[src/rtl/alu_pkg.sv]
// Shared types and constants for the 8-bit ALU.
// Imported by the interface, the adder/subtractor and the top level.
package alu_pkg;

  localparam int ALU_W = 8;

  typedef enum logic [2:0] {
    ADD = 3'b000,
    SUB = 3'b001,
    AND = 3'b010,
    OR  = 3'b011,
    XOR = 3'b100,
    NOT = 3'b101,
    SHL = 3'b110,
    SHR = 3'b111
  } alu_op_e;

endpackage

[src/rtl/alu_if.sv]
// Operand/result bundle between the register file, the ALU and writeback.
// The Zero/Negative/Overflow flags exist only when ALU_FLAGS_EN is defined.
interface alu_if;
  import alu_pkg::*;

  logic [ALU_W-1:0] A;
  logic [ALU_W-1:0] B;
  logic [2:0]       ALU_Sel;
  logic [ALU_W-1:0] ALU_Out;
  logic             CarryOut;

`ifdef ALU_FLAGS_EN
  logic Zero;
  logic Negative;
  logic Overflow;

  modport master (
    output A, B, ALU_Sel,
    input  ALU_Out, CarryOut, Zero, Negative, Overflow
  );

  modport slave (
    input  A, B, ALU_Sel,
    output ALU_Out, CarryOut, Zero, Negative, Overflow
  );
`else
  modport master (
    output A, B, ALU_Sel,
    input  ALU_Out, CarryOut
  );

  modport slave (
    input  A, B, ALU_Sel,
    output ALU_Out, CarryOut
  );
`endif

endinterface

[src/rtl/alu_addsub.sv]
// Shared 8-bit adder: subtraction is A + ~B + 1, so sum_o[8] is the raw
// carry (1 = no borrow for SUB). ovf_o is the signed two's-complement overflow.
module alu_addsub
  import alu_pkg::*;
(
  input  logic [ALU_W-1:0] a_i,
  input  logic [ALU_W-1:0] b_i,
  input  logic             sub_i,
  output logic [ALU_W:0]   sum_o,
  output logic             ovf_o
);

  logic [ALU_W-1:0] b_eff;

  assign b_eff = b_i ^ {ALU_W{sub_i}};
  assign sum_o = {1'b0, a_i} + {1'b0, b_eff} + {{ALU_W{1'b0}}, sub_i};

  // Same-sign operands into the adder giving a result of the other sign.
  assign ovf_o = (a_i[ALU_W-1] == b_eff[ALU_W-1]) &&
                 (sum_o[ALU_W-1] != a_i[ALU_W-1]);

endmodule

[src/rtl/alu.sv]
// 8-bit registered ALU: op mux over the shared adder and logic/shift ops.
// Optional Zero/Negative/Overflow flags are built when ALU_FLAGS_EN is defined.
module alu
  import alu_pkg::*;
(
  input  logic clk,
  input  logic rst,
  alu_if.slave bus
);

  alu_op_e          op;
  logic [ALU_W:0]   sum;
  logic [ALU_W-1:0] res_d, res_q;
  logic             carry_d, carry_q;

  assign op = alu_op_e'(bus.ALU_Sel);

`ifdef ALU_FLAGS_EN
  logic ovf;
  logic zero_d, zero_q;
  logic neg_d, neg_q;
  logic ovf_d, ovf_q;

  alu_addsub u_addsub (
    .a_i   (bus.A),
    .b_i   (bus.B),
    .sub_i (op == SUB),
    .sum_o (sum),
    .ovf_o (ovf)
  );
`else
  logic ovf_unused;

  alu_addsub u_addsub (
    .a_i   (bus.A),
    .b_i   (bus.B),
    .sub_i (op == SUB),
    .sum_o (sum),
    .ovf_o (ovf_unused)
  );
`endif

  // NOTE: defaults first so every path assigns res_d/carry_d and no latch is inferred.
  always_comb begin
    res_d   = '0;
    carry_d = 1'b0;
    case (op)
      ADD: begin
        res_d   = sum[ALU_W-1:0];
        carry_d = sum[ALU_W];
      end
      SUB: begin
        res_d   = sum[ALU_W-1:0];
        carry_d = ~sum[ALU_W];
      end
      AND: res_d = bus.A & bus.B;
      OR:  res_d = bus.A | bus.B;
      XOR: res_d = bus.A ^ bus.B;
      NOT: res_d = ~bus.A;
      SHL: begin
        res_d   = {bus.A[ALU_W-2:0], 1'b0};
        carry_d = bus.A[ALU_W-1];
      end
      SHR: begin
        res_d   = {1'b0, bus.A[ALU_W-1:1]};
        carry_d = bus.A[0];
      end
    endcase
  end

  // NOTE: sequential state uses non-blocking assignments only.
  always_ff @(posedge clk) begin
    if (rst) begin
      res_q   <= '0;
      carry_q <= 1'b0;
    end else begin
      res_q   <= res_d;
      carry_q <= carry_d;
    end
  end

  assign bus.ALU_Out  = res_q;
  assign bus.CarryOut = carry_q;

`ifdef ALU_FLAGS_EN
  always_comb begin
    zero_d = (res_d == '0);
    neg_d  = res_d[ALU_W-1];
    ovf_d  = ((op == ADD) || (op == SUB)) ? ovf : 1'b0;
  end

  // Flags clear on reset even though the cleared result is zero.
  always_ff @(posedge clk) begin
    if (rst) begin
      zero_q <= 1'b0;
      neg_q  <= 1'b0;
      ovf_q  <= 1'b0;
    end else begin
      zero_q <= zero_d;
      neg_q  <= neg_d;
      ovf_q  <= ovf_d;
    end
  end

  assign bus.Zero     = zero_q;
  assign bus.Negative = neg_q;
  assign bus.Overflow = ovf_q;
`endif

endmodule

[src/flat_wrapper.sv]
// flat-port wrapper written by rule: the top's interface ports become plain ports
module alu_flat import alu_pkg::*;
  (clk, rst, bus_A, bus_B, bus_ALU_Sel, bus_ALU_Out, bus_CarryOut);
  alu_if bus_i ();
  input  logic clk;
  input  logic rst;
  input wire logic [$bits(bus_i.A)-1:0] bus_A;
  input wire logic [$bits(bus_i.B)-1:0] bus_B;
  input wire logic [$bits(bus_i.ALU_Sel)-1:0] bus_ALU_Sel;
  output wire logic [$bits(bus_i.ALU_Out)-1:0] bus_ALU_Out;
  output wire logic [$bits(bus_i.CarryOut)-1:0] bus_CarryOut;
  assign bus_i.A = bus_A;
  assign bus_i.B = bus_B;
  assign bus_i.ALU_Sel = bus_ALU_Sel;
  assign bus_ALU_Out = bus_i.ALU_Out;
  assign bus_CarryOut = bus_i.CarryOut;
  alu u_core (.clk(clk), .rst(rst), .bus(bus_i));
endmodule
[config.mk]
export PLATFORM = sky130hd
export DESIGN_NAME = alu_flat
export DESIGN_NICKNAME = d
export VERILOG_FILES = /design/src/rtl/alu_pkg.sv /design/src/rtl/alu_if.sv /design/src/rtl/alu_addsub.sv /design/src/rtl/alu.sv /design/src/flat_wrapper.sv
export SDC_FILE = /design/constraint.sdc
export NUM_CORES = 1
export LEC_CHECK = 0
export CAP_MARGIN = 20
export CORE_MARGIN = 2
export CORE_UTILIZATION = 51
export DETAILED_ROUTE_END_ITERATION = 7
export HOLD_SLACK_MARGIN = 0.02
export PLACE_DENSITY = 0.81
export SKIP_LAST_GASP = 1
export SYNTH_ARGS = -nofsm -noshare
export SYNTH_HDL_FRONTEND = slang
export SYNTH_SLANG_ARGS = --single-unit
[constraint.sdc]
create_clock -name clk -period 3.14 [get_ports clk]
set_input_delay 0.628 -clock clk [delete_from_list [all_inputs] [get_ports clk]]
set_output_delay 0.628 -clock clk [all_outputs]
set_load 0.01 [all_outputs]
---- After elaboration in Yosys (flattened, before gate mapping) ----
Index checks and enable logic that the tools add are counted.
word-level totals
  register bits ........................... 9
  output and inout bits ................... 9
cells by class
  add/subtract/negate cells ............... 2
  equality and inequality tests ........... 7
  mux-type cells .......................... 2
  bitwise operators ....................... 6
  reduce and logical (&&, ||, !) cells .... 2
operators by type and width
  cell                  count
  $pmux W8 S7           1
  $xor A8 B8 Y8         2
  $eq A3 B3 Y1 const B  4
  $add A8 B8 Y9         1
  $add A9 B1 Y9         1
  $and A8 B8 Y8         1
  $not A8 Y8            1
  $or A8 B8 Y8          1
  $eq A3 B2 Y1 const B  2
  $pmux W1 S4           1
  $eq A3 B1 Y1 const B  1
  $logic_not A3 Y1      1
  $reduce_or A2 Y1      1
  $not A1 Y1            1

---- Logic depth before layout (Yosys ltp) ----
Gate-level depths: netlist of the first run.
  depth in word-level cells ............... 6
  gate-level depth with buffers ........... 10

---- Cells and area by module ----
Synthesis of the first run repeated with hierarchy kept, for this count alone.
second synthesis, totals
  cells, all modules ...................... 189
  area, all modules ....................... 1472.7 sq um
modules (own cells, without submodules)
  module      instances  cells an instance  area each (sq um)  seq. area each (sq um)
  alu         1          133                1013.5             180.2
  alu_addsub  1          56                 459.2              0.0

---- Worst setup path after synthesis of the first run ----
Ideal clock, no wire load.
  path kind ............................... in2reg
  from .................................... input bus_ALU_Sel[1]
  to ...................................... register u_core.carry_q, in the netlist u_core.bus.CarryOut
  setup time .............................. 0.141 ns
  arrival time ............................ 2.767 ns
  setup slack ............................. 0.232 ns
  cell stages on the path ................. 10
  cell sequence ........................... buf_6 > nand2b_1 > nor2_1 > xnor2_1 > fa_1 > a211oi_1 > nor2_1 > o21ai_0 > o21ai_0 > a21boi_0
between the ends
  cells in the longest elaborated chain, start to end .. 6
  elaborated cells on any way between the ends .. 9
  those cells by class .................... add/sub (2); eq/ne (3); mux (1); bitwise (2); reduce/logical (1)
RTL lines
  element               line                  text
  start, declared       flat_wrapper.sv:9     input wire logic [$bits(bus_i.ALU_Sel)-1:0] bus_ALU_Sel;
  $eq A3 B1 Y1          alu.sv:37, alu.sv:47
  $xor A8 B8 Y8         alu_addsub.sv:15      assign b_eff = b_i ^ {ALU_W{sub_i}};
  $add A8 B8 Y9         alu_addsub.sv:16      assign sum_o = {1'b0, a_i} + {1'b0, b_eff} + {{ALU_W{1'b0}}, sub_i};
  $add A9 B1 Y9         alu_addsub.sv:16
  $not A1 Y1            alu.sv:54             carry_d = ~sum[ALU_W];
  $pmux W1 S4 *         alu.sv:47             case (op)
  end signal, assigned  alu.sv:78             carry_q <= carry_d;
  end, declared         alu.sv:14             logic carry_d, carry_q;
Every way passes the cells marked *; elsewhere a longest branch is shown, timed or not.
A chain may end at the register's enable or synchronous reset.

---- Final worst setup path of the first run ----
  from .................................... input bus_ALU_Sel[1]
  to ...................................... register u_core.res_q[7], in the netlist u_core.bus.ALU_Out[7]
between the ends
  cells in the longest elaborated chain, start to end .. 5
  elaborated cells on any way between the ends .. 13
  those cells by class .................... add/sub (2); eq/ne (7); mux (1); bitwise (1); reduce/logical (2)
RTL lines
  element               line                  text
  $eq A3 B1 Y1          alu.sv:37, alu.sv:47
  $xor A8 B8 Y8         alu_addsub.sv:15
  $add A8 B8 Y9         alu_addsub.sv:16
  $add A9 B1 Y9         alu_addsub.sv:16
  $pmux W8 S7 *         alu.sv:47
  end signal, assigned  alu.sv:77             res_q <= res_d;
  end, declared         alu.sv:13             logic [ALU_W-1:0] res_d, res_q;
Marked as above.

==> results of run 1 <==
[state kept, by name, indices dropped and copies added (netlist names)]
register and flops:
u_core.bus.ALU_Out 8, u_core.bus.CarryOut 1
[cells by family after synthesis]
| family | after synthesis | share of synthesized area [%] |
|---|---|---|
| simple gates | 37 | 13.85 |
| compound gates | 53 | 25.76 |
| fa+ha+maj | 24 | 22.72 |
| mux | 6 | 7.756 |
| xor+xnor | 12 | 7.756 |
| flops | 9 | 13.30 |
| buf+inv | 28 | 8.864 |
[worst max-delay path, cell delays in order]
cell and delay, ps:
clkdlybuf4s50_1 450, nand2b_1 180, nor2_1 150, buf_4 210, xnor2_1 80, ha_1 230
a211oi_1 410, a211oi_4 150, a41oi_1 310, xor2_1 180, o32ai_1 120
[per-stage QoR]
stage,setup TNS [ps],instance area (µm²)
2_1_floorplan,0,1355
3_5_place_dp,-123.5,1762
4_1_cts,0,1788
6_report,0,1788
5_1_grt,0,1788
3_3_place_gp,0,1762
[routing by layer]
layer	global-route usage (%)	wire (µm)	vias up
li1	-	-	690
met2	37.76	1666	41
met5	0	0	-
met4	10.10	48	0
met1	26.93	1524	621
met3	3.747	178	6
[where the power goes]
group | internal [mW] | switching (mW) | total (mW)
registers | 0.127 | 0.00288 | 0.129
clock network | 0.0486 | 0.0343 | 0.0829
logic | 0.142 | 0.138 | 0.280
[final cells by class]
class,count,area (µm²),area share (%)
Inverter,19,71.32,3.989
Sequential cell,9,180.2,10.08
Clock buffer,4,26.28,1.470
Multi-Input combinational cell,132,1055,58.99
Timing Repair Buffer,46,417.9,23.37
Tap cell,30,37.54,2.099
[final timing paths]
check,start,end
worst max-delay path,bus_ALU_Sel[1],u_core.bus.ALU_Out[7]
worst min-delay path,rst,u_core.bus.ALU_Out[0]
[cells in the final DEF, fill, tap and decap left out, types with 5 or more instances in the layout]
| master | instances |
|---|---|
| xnor2_1 | 8 |
| o21ai_0 | 11 |
| buf_4 | 17 |
| clkdlybuf4s50_1 | 29 |
| inv_1 | 19 |
| a211oi_1 | 5 |
| nor2_1 | 12 |
| dfxtp_1 | 9 |
| o22ai_1 | 6 |
| nand2_1 | 8 |
| ha_1 | 23 |
| a21oi_1 | 15 |
==> impl_metrics.toml, run 1 <==
[logic_synthesis]
synth_edf_count = 0
async_reset_ff_share_pct = 0
synth.distinct_cells = 39
avgSynthCellArea_um2 = 8.018
synth_top_area_cell = "ha_1"
synth_most_common_cell = "ha_1"
synth_flop_cell = "dfxtp_1"
ys_seq_area_share_pct = 13.30
synth_fp_nets = 214
yosys_warnings = 0
ys_top_cells_by_count = "ha_1, inv_1, a21oi_1, nor2_1, o21ai_0"
syn_area_um2 = 1355
synth_area_leaders = "ha_1, dfxtp_1, a21oi_1"
ys_ff_latch = 9
synth_top_area_share_pct = 21.24
syn_inst = 169

[die]
num_rows = 18
coreArea_um2 = 2500
die_width_um = 55.55
dieArea_um2 = 3085
io_pins = 30
start_util_pct = 54.20
die_height_um = 55.55

[clocking]
cts_tree = "yes"
cts_root_buf = "clkbuf_4"
hold_buffers = 0
cts_sinks = 9
path_clk_slew_ps = 50
post_cts_resized = 0
cts_setup_buffers = 0
clockBufferDepth = 2
htree_levels = 1
numCtsBuffers = 3

[worst_setup_path]
worstPathRequired_ps = 3250
worstPathMaxFanout = 6
start_kind = "input pin"
path_class = "in -> reg"
crit_path_end_kind = "flop"
critical_path_arrival_ps = 3090

[grt]
antenna_found_initial = 0
grt_pass1_vias = 1262
grt_use_total_pct = 22.13
grt_max_degree = 27
grt_overflow = 0
grt_first_pass_wirelength_mm = 5.554

[sta]
max_slew_margin_pct = 67.99
rsz0062_at_grt = "false"
hold_viol = 0
fin_crit_sh_pct = 95.03
fmax_mhz = 335.1
fin_hold_ws_ps = 1204
slew_viol_final = 0
setup_slack_ps = 155.9
tightest_slew_ps = 477.2
setup_viol = 0
period_minus_slack_ps = 2984

[drt]
ant_nets = 0
num_vias = 1358
dr.first_iter.drc_count = 35
wl_per_cell_um = 14.24
drt-vias-per-instance = 5.658
firstDrtPassIters = 4
route.detailed.drc = 0
routed_wl_mm = 3.418

[place]
dp_slack_ps = -76.52
gp_congestion = 0.9160
io_buffers = 29
dp.cells = 236
place_hpwl_mm = 2.875

[power_and_ir_drop]
ir_drop_uv = 224.7
p_leak_nw = 0.8143
power_density_nw_per_um2 = 275.1
p_total_mw = 0.4919

[outcome]
status = "finished clean"

[finish]
final_util_pct = 71.52
instances_no_fill = 240
antennaDiodeCount = 0
area_growth_pct = 31.95
fill_cells = 217
layout.nets = 256
drive_above_1_share_pct = 11.43

[hold_path]
min_path_type = "in -> reg"
hold_depth = 2

[flow_run]
max-cap-violations = 0
Power figures use the tool's default switching activity.
==> run 2: changes to the inputs <==
CORE_UTILIZATION = 40   (was 51)
PLACE_DENSITY = 0.66   (was 0.81)
clock period = 3.1 ns   (was 3.14 ns; I/O delays follow)
==> run 2 against run 1 <==
  * Combinational power hardly changed
  * Via count is 0.37% higher
  * Highest routed layer unchanged
  * Utilization is 16 points lower
  * Global-route usage is 3.3 points lower
  * Wire length is 4.2% higher
==> impl_metrics.toml, run 2 (synthesis results as in run 1) <==
[worst_setup_path]
worstPathRequired_ps = 3240
crit_path_end_kind = "flop"
cpMaxStageDelayCell = "clkdlybuf4s50_1"
path_class = "in -> reg"
slowest_delay_ps = 470
crit_chain = "clkdlybuf4s50_1 -> nand2b_1 -> nor2_1 -> buf_4 -> xnor2_1 -> ha_1 -> a211oi_1 -> o21bai_1 -> a21oi_1 -> xor2_1 -> o21ai_0"
start_kind = "input pin"
worstPathMaxFanout = 6
critical_path_arrival_ps = 3030

[clocking]
clockBufferDepth = 2
post_cts_resized = 0
cts_tree = "yes"
htree_levels = 1
numCtsBuffers = 3
cts_root_buf = "clkbuf_4"
cts_sinks = 9
path_clk_slew_ps = 60
hold_buffers = 0
cts_setup_buffers = 0

[sta]
setup_viol = 0
finalSetupTns_ps = 0
period_minus_slack_ps = 2892
max_slew_margin_pct = 72.30
fmax_mhz = 345.8
rsz0062_at_grt = "false"
hold_viol = 0
fin_hold_ws_ps = 1194
slew_viol_final = 0
fin_crit_sh_pct = 93.29
tightest_slew_ps = 414.2
setup_slack_ps = 207.9

[place]
io_buffers = 29
dp.cells = 252
place_hpwl_mm = 2.892
dp_slack_ps = -34.85
place_area_um2 = 1782
gp_congestion = 0.8614

[grt]
grt_pass1_vias = 1256
grt_first_pass_wirelength_mm = 5.996
grt_max_degree = 27
grt_overflow = 0
grt_use_total_pct = 18.85
antenna_found_initial = 0

[hold_path]
min_path_type = "in -> reg"

[finish]
final_cell_mix = "clkdlybuf4s50_1, ha_1, inv_1"
area_growth_pct = 33.43
antennaDiodeCount = 0
final_util_pct = 55.05
largest_reg_flops = 8
stdcell_area_um2 = 1808
layout_commonest_cell = "clkdlybuf4s50_1"
layout.nets = 256
drive_above_1_share_pct = 11.43
instances_no_fill = 256

[die]
dieArea_um2 = 3869
io_pins = 30
start_util_pct = 41.26
num_rows = 21
die_width_um = 62.21
die_height_um = 62.21
coreArea_um2 = 3284

[drt]
routed_wl_mm = 3.560
wl_per_cell_um = 13.91
num_vias = 1363
ant_nets = 0
dr.first_iter.drc_count = 70
drt-vias-per-instance = 5.324
route.detailed.drc = 0
firstDrtPassIters = 4

[power_and_ir_drop]
power_density_nw_per_um2 = 275.9
p_leak_nw = 0.8143
ir_drop_uv = 85.60
p_total_mw = 0.4989

[flow_run]
max-cap-violations = 0

[outcome]
status = "finished clean"
==> run 2: cell type report <==
cell class	instances	area (µm²)
clock buffer	4	26.28
fill	303	1476
inverter	19	71.32
multi-input combinational	132	1055
sequential	9	180.2
tap	46	57.56
timing repair buffer	46	417.9
==> run 2: layer usage <==
metal  share of wire (%)  track usage (%)  up-vias
met3                 3.6            2.174        6
met4                 2.4            7.222        0
met2                  47            30.71       33
met5                   0                0        -
met1                  47            25.59      639
li1                    -                -      685
==> run 2: path summary, 6_finish.rpt <==
check                      start               endpoint  cells after the start  slack, ps
setup / recovery  bus_ALU_Sel[1]  u_core.bus.ALU_Out[6]                     11        210
hold / removal               rst  u_core.bus.ALU_Out[2]                      2       1190
==> run 2: power by group <==
part	switching, mW	leakage [nW]	internal, mW
sequential	0.00292	0.0749	0.128
combinational	0.138	0.724	0.144
clock	0.0365	0.0150	0.0493
==> run 2: worst max-delay path: cells and delay by family <==
kind	cells	cell delay [ps]
xor gates and xnor gates	2	350
buffers and inverters	2	670
adders and majority gates	1	260
and+or+nand+nor	2	350
AOI/OAI and AO/OA	4	770
==> run 3: changes to the inputs <==
CORE_MARGIN = not set   (was 2)
==> run 3 against run 2 <==
  * Hold slack got worse by 21 ps
  * Die area is 6.3% lower
  * Cell count shrank 1.2%
  * Total power shrank 0.22%
==> impl_metrics.toml, run 3 (synthesis results as in run 1) <==
[sta]
max_slew_margin_pct = 72.40
fin_crit_sh_pct = 94.07
fmax_mhz = 342.9
setup_slack_ps = 183.7
setup_viol = 0
slew_viol_final = 0
rsz0062_at_grt = "false"
tightest_slew_ps = 411.5
period_minus_slack_ps = 2916
hold_viol = 0

[clocking]
post_cts_resized = 0
cts_tree = "yes"
numCtsBuffers = 3
cts_root_buf = "clkbuf_4"
cts_setup_buffers = 0
clockBufferDepth = 2
path_clk_slew_ps = 60
cts_sinks = 9
hold_buffers = 0
htree_levels = 1

[hold_path]
min_path_type = "in -> reg"

[grt]
grt_pass1_vias = 1334
grt_overflow = 0
antenna_found_initial = 0
grt_max_degree = 27
grt_first_pass_wirelength_mm = 5.809
grt_use_total_pct = 21.18

[finish]
antennaDiodeCount = 0
drive_above_1_share_pct = 11.00
fill_cells = 300
layout.nets = 255
area_growth_pct = 32.69
final_cell_mix = "clkdlybuf4s50_1, ha_1, inv_1"
stdcell_area_um2 = 1798
layout_commonest_cell = "clkdlybuf4s50_1"
largest_reg_flops = 8

[power_and_ir_drop]
p_int_mw = 0.3205
p_leak_nw = 0.8095
ir_drop_uv = 123.0
seqPwrFrac_pct = 26.3
switchingPower_mw = 0.1773
power_density_nw_per_um2 = 276.8
clkPwrFrac_pct = 17.4
p_sw_share_pct = 35.62
pwr-share-comb_pct = 56.3

[drt]
route.detailed.drc = 0
wl_per_cell_um = 13.58
firstDrtPassIters = 4
routed_wl_mm = 3.435
dr.first_iter.drc_count = 53
drt-vias-per-instance = 5.320
num_vias = 1346
ant_nets = 0

[worst_setup_path]
path_class = "in -> reg"
start_kind = "input pin"
worstPathMaxFanout = 6
critical_path_arrival_ps = 3040
crit_path_end_kind = "flop"
worstPathRequired_ps = 3220

[die]
dieArea_um2 = 3625
io_pins = 30
coreArea_um2 = 3128
start_util_pct = 43.32
die_height_um = 60.21
die_width_um = 60.21
num_rows = 20

[place]
io_buffers = 29
place_hpwl_mm = 2.833
place_area_um2 = 1772
dp_slack_ps = -59.70
gp_congestion = 0.8987

[outcome]
status = "finished clean"

[flow_run]
max-cap-violations = 0
-- run 3: cell count changes in the layout (fill, tap and decap cells not counted) --
cell	previous run	this run
buf_4	17	16
-- run 3: worst paths after layout --
check | startpoint | to | slack, ps | depth (start not counted)
worst max-delay path | bus_ALU_Sel[1] | u_core.bus.ALU_Out[4] | 180 | 12
worst min-delay path | rst | u_core.bus.ALU_Out[2] | 1170 | 2
-- run 3: layer usage --
layer / share of wire [%] / GRT usage (%) / wire (µm) / vias to the layer above
li1: - / - / - / 685
met1: 47 / 26.62 / 1612 / 615
met2: 48 / 36.89 / 1663 / 42
met3: 3.9 / 2.381 / 135 / 4
met4: 0.70 / 7.309 / 24 / 0
met5: 0 / 0 / 0 / -
-- run 3: final cells by class --
| cell class | instances | area (µm²) | share of cell area, % |
|---|---|---|---|
| multi-input cells | 132 | 1055 | 58.66 |
| inverters | 19 | 71.32 | 3.967 |
| clock buffers | 4 | 26.28 | 1.461 |
| repair buffers | 45 | 410.4 | 22.83 |
| well taps | 44 | 55.05 | 3.062 |
| flip-flops and latches | 9 | 180.2 | 10.02 |
-- run 3: per-stage QoR --
stage / hold slack (ps) / utilization (%) / setup TNS [ps] / cells / power [mW]
6_report: 1174 / 57.48 / 0 / 253 / 0.4978
5_1_grt: 1224 / 57.48 / 0 / 253 / 0.5339
4_1_cts: 1166 / 57.48 / 0 / 253 / 0.4976
3_5_place_dp: 1356 / 56.64 / -107.7 / 249 / 0.4112
3_3_place_gp: 1355 / 56.64 / -31.98 / 249 / 0.4039
2_1_floorplan: 859.7 / - / 0 / 169 / 0.2985
-- run 3: power groups by stage --
stage               combinational, mW  sequential [mW]  clock (mW)
finish                          0.280            0.131      0.0865
global route                    0.308            0.132      0.0944
CTS                             0.279            0.131      0.0875
detailed placement              0.278            0.134           0
global placement                0.271            0.133           0
floorplan                       0.158            0.140           0
-- run 3: worst max-delay path: stages --
cell and delay (ps):
clkdlybuf4s50_1 460, nand2b_1 180, nor2_1 160, buf_4 210, xnor2_1 150, ha_1 280
buf_4 150, a21o_1 170, a211oi_1 240, nor3_1 70, a211oi_1 270, nor3_1 90
